**src/rtl/usb_tx_bit_scheduler.sv**
```systemverilog
// usb_tx_bit_scheduler
// Sequences one USB TX packet (SYNC, DATA bytes, EOP) on a bit-period
// timebase. It drives the shift strobe, the byte-load handshake and the
// bit-stuff slots for the TX shift register and the NRZI/stuff encoder.
// Optional feature macro: TX_ABORT_EN (abort input forces EOP).
module usb_tx_bit_scheduler #(
    parameter int CLKS_PER_BIT = 8,
    parameter int TMR_W        = 4
) (
    input  logic       clk,
    input  logic       rst,
    input  logic       tx_start,
    input  logic       byte_valid,
    input  logic       last_byte,
    input  logic       stuff_req,
    input  logic       abort,
    output logic       bit_tick,
    output logic       shift_strobe,
    output logic       load_byte,
    output logic       sync_active,
    output logic       stuff_slot,
    output logic       eop_se0,
    output logic [2:0] bit_index,
    output logic       tx_busy,
    output logic       underrun,
    output logic       tx_done
);

    typedef enum logic [1:0] {
        S_IDLE,
        S_SYNC,
        S_DATA,
        S_EOP
    } state_t;

    localparam logic [TMR_W-1:0] TMR_ONE = TMR_W'(1);
    localparam logic [TMR_W-1:0] TMR_MAX = TMR_W'(CLKS_PER_BIT);

    state_t           state;
    state_t           state_n;
    logic [TMR_W-1:0] timer;
    logic [TMR_W-1:0] timer_n;
    logic [2:0]       cnt;          // period counter for SYNC (0..7) and EOP (0..2)
    logic [2:0]       cnt_n;
    logic [2:0]       bit_idx_n;
    logic             last_q;
    logic             last_n;
    logic             stuff_n;
    logic             load_n;
    logic             underrun_n;
    logic             done_n;
    logic             shift_c;
    logic             abort_eff;

    // End of each bit period; never asserted in IDLE because the timer is parked at 1
    assign bit_tick     = (state != S_IDLE) && (timer == TMR_MAX);
    assign shift_strobe = shift_c;

`ifdef TX_ABORT_EN
    logic abort_pend;

    // Remember an abort seen mid-period so it takes effect on the coming tick
    always_ff @(posedge clk or posedge rst) begin
        if (rst) begin
            abort_pend <= 1'b0;
        end else if ((state == S_SYNC) || (state == S_DATA)) begin
            if (bit_tick) begin
                abort_pend <= 1'b0;
            end else if (abort) begin
                abort_pend <= 1'b1;
            end
        end else begin
            abort_pend <= 1'b0;
        end
    end

    assign abort_eff = (abort || abort_pend) && ((state == S_SYNC) || (state == S_DATA));
`else
    logic abort_unused;

    assign abort_unused = abort;
    assign abort_eff    = 1'b0;
`endif

    // State, timer, counters and registered outputs
    always_ff @(posedge clk or posedge rst) begin
        if (rst) begin
            state       <= S_IDLE;
            timer       <= TMR_ONE;
            cnt         <= '0;
            bit_index   <= '0;
            last_q      <= 1'b0;
            stuff_slot  <= 1'b0;
            load_byte   <= 1'b0;
            underrun    <= 1'b0;
            tx_done     <= 1'b0;
            sync_active <= 1'b0;
            eop_se0     <= 1'b0;
            tx_busy     <= 1'b0;
        end else begin
            state       <= state_n;
            timer       <= timer_n;
            cnt         <= cnt_n;
            bit_index   <= bit_idx_n;
            last_q      <= last_n;
            stuff_slot  <= stuff_n;
            load_byte   <= load_n;
            underrun    <= underrun_n;
            tx_done     <= done_n;
            sync_active <= (state_n == S_SYNC);
            eop_se0     <= (state_n == S_EOP) && (cnt_n != 3'd2);
            tx_busy     <= (state_n != S_IDLE);
        end
    end

    // Next-state, per-tick decisions and the decoded shift strobe
    always_comb begin
        state_n    = state;
        timer_n    = timer;
        cnt_n      = cnt;
        bit_idx_n  = bit_index;
        last_n     = last_q;
        stuff_n    = stuff_slot;
        load_n     = 1'b0;
        underrun_n = 1'b0;
        done_n     = 1'b0;
        shift_c    = 1'b0;

        if (state == S_IDLE) begin
            timer_n = TMR_ONE;
        end else if (timer == TMR_MAX) begin
            timer_n = TMR_ONE;
        end else begin
            timer_n = timer + TMR_ONE;
        end

        case (state)
            S_IDLE: begin
                // tx_done is still high in the first IDLE cycle, which blocks a restart there
                if (tx_start && !tx_done) begin
                    state_n   = S_SYNC;
                    cnt_n     = '0;
                    bit_idx_n = '0;
                    stuff_n   = 1'b0;
                end
            end

            S_SYNC: begin
                if (bit_tick) begin
                    if (abort_eff) begin
                        state_n   = S_EOP;
                        cnt_n     = '0;
                        bit_idx_n = '0;
                    end else if (cnt != 3'd7) begin
                        shift_c = 1'b1;
                        cnt_n   = cnt + 3'd1;
                    end else if (byte_valid) begin
                        load_n    = 1'b1;
                        last_n    = last_byte;
                        bit_idx_n = '0;
                        state_n   = S_DATA;
                    end else begin
                        underrun_n = 1'b1;
                        state_n    = S_EOP;
                        cnt_n      = '0;
                        bit_idx_n  = '0;
                    end
                end
            end

            S_DATA: begin
                if (bit_tick) begin
                    stuff_n = 1'b0;
                    // A stuff request is honoured before the byte-end decision, so a
                    // stuff bit after bit 7 is sent before the next load or EOP
                    if (abort_eff) begin
                        state_n   = S_EOP;
                        cnt_n     = '0;
                        bit_idx_n = '0;
                    end else if (!stuff_slot && stuff_req) begin
                        stuff_n = 1'b1;
                    end else if (bit_index != 3'd7) begin
                        shift_c   = 1'b1;
                        bit_idx_n = bit_index + 3'd1;
                    end else if (last_q) begin
                        state_n   = S_EOP;
                        cnt_n     = '0;
                        bit_idx_n = '0;
                    end else if (byte_valid) begin
                        load_n    = 1'b1;
                        last_n    = last_byte;
                        bit_idx_n = '0;
                    end else begin
                        underrun_n = 1'b1;
                        state_n    = S_EOP;
                        cnt_n      = '0;
                        bit_idx_n  = '0;
                    end
                end
            end

            S_EOP: begin
                if (bit_tick) begin
                    if (cnt == 3'd2) begin
                        done_n  = 1'b1;
                        state_n = S_IDLE;
                        cnt_n   = '0;
                    end else begin
                        cnt_n = cnt + 3'd1;
                    end
                end
            end

            default: begin
                state_n = S_IDLE;
            end
        endcase
    end

endmodule
```
**config.mk**
```make
export PLATFORM = sky130hd
export DESIGN_NAME = usb_tx_bit_scheduler
export DESIGN_NICKNAME = d
export VERILOG_FILES = /design/src/rtl/usb_tx_bit_scheduler.sv
export SDC_FILE = /design/constraint.sdc
export NUM_CORES = 1
export LEC_CHECK = 0
export ABC_AREA = 0
export BUFFER_PORTS_ARGS = -buffer_cell sky130_fd_sc_hd__buf_2
export CORE_ASPECT_RATIO = 1.75
export CORE_MARGIN = 1.5
export CORE_UTILIZATION = 45
export CTS_CLUSTER_SIZE = 24
export DETAILED_ROUTE_END_ITERATION = 12
export PLACE_DENSITY = 0.68
export SETUP_SLACK_MARGIN = 0.1
export SYNTH_ARGS = -nofsm -noshare
export SYNTH_HDL_FRONTEND = slang
export SYNTH_SLANG_ARGS = --single-unit
```
**constraint.sdc**
```tcl
create_clock -name clk -period 2.35 [get_ports clk]
set_input_delay 0.235 -clock clk [delete_from_list [all_inputs] [get_ports clk]]
set_output_delay 0.235 -clock clk [all_outputs]
set_load 0.02 [all_outputs]
```
==> impl_metrics.yaml <==
timing:
  post-route-worst-setup-slack_ns: 0.155
  fmax_mhz: 456
  hold_violations: 0
  period_needed_ns: 2.20
  worst_slew_margin_rel: 0.503
  max_slew.worst_pin.slew_ns: 0.745
  setup_total_negative_slack_ns: 0
  rsz0062_at_grt: "no"
  final_max_slew_viol_count: 0
  setup_viol: 0
  period_share: 0.934
  skew_ns: 0.000925
global_route:
  global_route.overflow_total: 0
  pin_count_of_the_biggest_net_entering_global_routing: 21
  grt_pass1_vias: 967
  initial_antenna_violation_count: 0
  grt_use_total: 0.181
  grt_first_pass_wirelength_um: 4220
finish:
  antenna_cells: 0
  area.sequential_um2: 502
  multi_input_comb_area_um2: 653
  post_route_cells_drive_above_1_share: 0.285
  synthToLayoutAreaGrowth_pct: 23.6
  mostFrequentLayoutCells: "sky130_fd_sc_hd__dfrtp_1, sky130_fd_sc_hd__buf_2, sky130_fd_sc_hd__buf_4, sky130_fd_sc_hd__nand2_1, sky130_fd_sc_hd__inv_1"
  nFillCells: 243
  most_common_library_cell_in_the_layout_ignoring_fill_and_taps: "sky130_fd_sc_hd__dfrtp_1"
  final_area_mm2: 0.00149
  final_nets: 177
  layoutNonFillerInstCount: 184
placed_design:
  detailed_place.area_mm2: 0.00135
  detailedPlace.worstSlack_ns: 0.00351
  dp_cells: 172
  place.gp.congestion: 0.863
  hpwlAfterDp_um: 1790
  placement.io_buffers: 17
clock_tree:
  clock_insertion_delay_worst_skew_ns: 0.26
  cts.path.max_buffers: 2
  cts-hold-fix-buffers: 0
  clkTransAtPathRegs_ns: 0.07
  maximum_level_of_the_cts_h_tree: 1
  cts-buffers-inserted: 3
  numClockSinks: 20
  ctsRootBufferMaster: "sky130_fd_sc_hd__clkbuf_8"
  clock_tree_from_tritoncts: "yes"
critical_path:
  crit_end_category: "flip-flop"
  critPathKind: "flip-flop to flip-flop"
  crit_path_cell_trace: "inv_1 > ha_4 > nand2_2 > or3_4 > clkinv_8 > nand4_2 > a32o_2 > a22o_1 > o311a_1"
  setup.reg_to_reg.worst_slack_ns: 0.15
  startpoint_type: "flip-flop"
  cp_top_family: "compound AO/OA/AOI/OAI gates"
  critical_path_top_delay_cell: "sky130_fd_sc_hd__dfrtp_1"
  biggest_cell_delay_along_the_critical_path_ns: 0.39
  worst-path-max-fanout: 7
  worst-endpoint-arrival_ns: 2.34
  required_ns: 2.50
  worstPathBufferInverterCount: 2
route:
  final_antenna_violating_net_count: 0
  routed_wl_um: 2560
  ratio_of_routed_vias_to_standard_cells: 5.43
  vias: 999
  dr.pass1.iters: 4
  drt-initial-drc-count: 35
  remaining_routing_drc_violations: 0
  wire_per_inst_um: 13.9
synthesis:
  postSynthCellCount: 127
  synth_edf_count: 0
  synth_flop_cell: "sky130_fd_sc_hd__dfrtp_1"
  synth_warnings: 0
  synth_fp_nets: 145
  seq_area_frac_synth: 0.415
  netlist_area_mm2: 0.00121
  netlist-cell-type-count: 37
  synth-seq-cells: 20
  synth_area_per_cell_um2: 9.52
  synth-async-reset-ratio: 1.00
floorplan:
  start_util: 0.479
  die-width_um: 42.2
  fp.dieArea_mm2: 0.00302
  design.core.area_mm2: 0.00252
  chipHeight_um: 71.6
  io-pin-count: 19
  rows: 24
pwr:
  pwr_density_mw_per_mm2: 839
  ir_drop_mv: 0.513
  leakage_nw: 0.769
  post-layout-total-power_w: 0.00125
hold_path:
  min_path_type: "primary input to async pin"
job:
  drv_cap: 0
outcome:
  outcome: "complete, no violations"
-- flip-flops by register name, summed over array words and instances, names as in the netlist --
| register | flops |
|---|---|
| state | 2 |
| timer | 4 |
| last_q | 1 |
| cnt | 3 |
| tx_done | 1 |
| load_byte | 1 |
| underrun | 1 |
| tx_busy | 1 |
| bit_index | 3 |
| stuff_slot | 1 |
| eop_se0 | 1 |
| sync_active | 1 |
-- Yosys cell counts (2+ instances only) --
| cell | number | area [um^2] |
|---|---|---|
| sky130_fd_sc_hd__or3_1 | 2 | 12.5 |
| sky130_fd_sc_hd__inv_1 | 12 | 45.0 |
| sky130_fd_sc_hd__ha_1 | 11 | 138 |
| sky130_fd_sc_hd__mux2_2 | 2 | 22.5 |
| sky130_fd_sc_hd__clkbuf_1 | 3 | 11.3 |
| sky130_fd_sc_hd__nor2_1 | 10 | 37.5 |
| sky130_fd_sc_hd__o22ai_1 | 2 | 12.5 |
| sky130_fd_sc_hd__dfrtp_1 | 19 | 475 |
| sky130_fd_sc_hd__a21oi_1 | 6 | 30.0 |
| sky130_fd_sc_hd__nand2_1 | 14 | 52.6 |
| sky130_fd_sc_hd__nor2b_1 | 6 | 37.5 |
| sky130_fd_sc_hd__mux2i_1 | 3 | 30.0 |
| sky130_fd_sc_hd__a22o_1 | 2 | 17.5 |
| sky130_fd_sc_hd__nand2b_1 | 6 | 37.5 |
| sky130_fd_sc_hd__nand3b_1 | 2 | 15.0 |
| sky130_fd_sc_hd__o21ai_0 | 6 | 30.0 |
-- per-stage QoR --
stage / utilization / hold WS (ns)
3_3_place_gp: 0.535 / 0.396
6_report: 0.592 / 0.0947
2_1_floorplan: - / 0.198
5_1_grt: 0.592 / 0.165
4_1_cts: 0.582 / 0.112
3_5_place_dp: 0.535 / 0.396
-- layer usage --
layer  part of all wire  GRT usage
met5                  0          0
met4              0.013     0.0660
met3              0.023     0.0227
met2               0.58      0.340
met1               0.39      0.200
-- kinds of logic after synthesis --
group,share of synthesized area
buffers and inverters,0.0694
AO/OA/AOI/OAI,0.148
flip-flops,0.415
AND/OR/NAND/NOR,0.203
adder cells (fa/ha/maj),0.114
XOR/XNOR,0.00725
multiplexers,0.0435
-- report_power, final --
| group | switching [W] | internal [W] | total [W] |
|---|---|---|---|
| Sequential | 0.0000435 | 0.000413 | 0.000456 |
| Clock | 0.000111 | 0.000149 | 0.000260 |
| Combinational | 0.000273 | 0.000264 | 0.000537 |
-- worst register-to-register path, stage by stage, from the launching register on --
cell and delay [ns]:
sky130_fd_sc_hd__dfrtp_1 0.39, sky130_fd_sc_hd__inv_1 0.11, sky130_fd_sc_hd__ha_4 0.15, sky130_fd_sc_hd__nand2_2 0.06
sky130_fd_sc_hd__or3_4 0.37, sky130_fd_sc_hd__clkinv_8 0.08, sky130_fd_sc_hd__nand4_2 0.09, sky130_fd_sc_hd__a32o_2 0.26
sky130_fd_sc_hd__a22o_1 0.23, sky130_fd_sc_hd__o311a_1 0.34
-- final timing paths --
path                                  from            to  cells past startpoint
worst min-delay path                   rst       tx_done                      2
worst max-delay path              timer[1]       eop_se0                      9
min in group clk                byte_valid      underrun                      2
worst max register to register    timer[1]       eop_se0                      9
worst min register to register      last_q        last_q                      2
max in group asynchronous              rst  bit_index[2]                      2
-- what timing repair did --
action                     4_1_cts  5_1_grt
setup buffers                    6        2
resized for setup                5        1
hold endpoints to repair         0        0
setup endpoints to repair        2        4
pin swaps                        5        1
-- final cells by class --
cell class                 count  share of cell area
clock buffer                   4              0.0369
inverter                      13              0.0410
multi-input combinational     90               0.437
sequential                    20               0.336
tap                           26              0.0218
timing repair buffer          31               0.127
No activity file was read; power rests on OpenSTA's default activity.
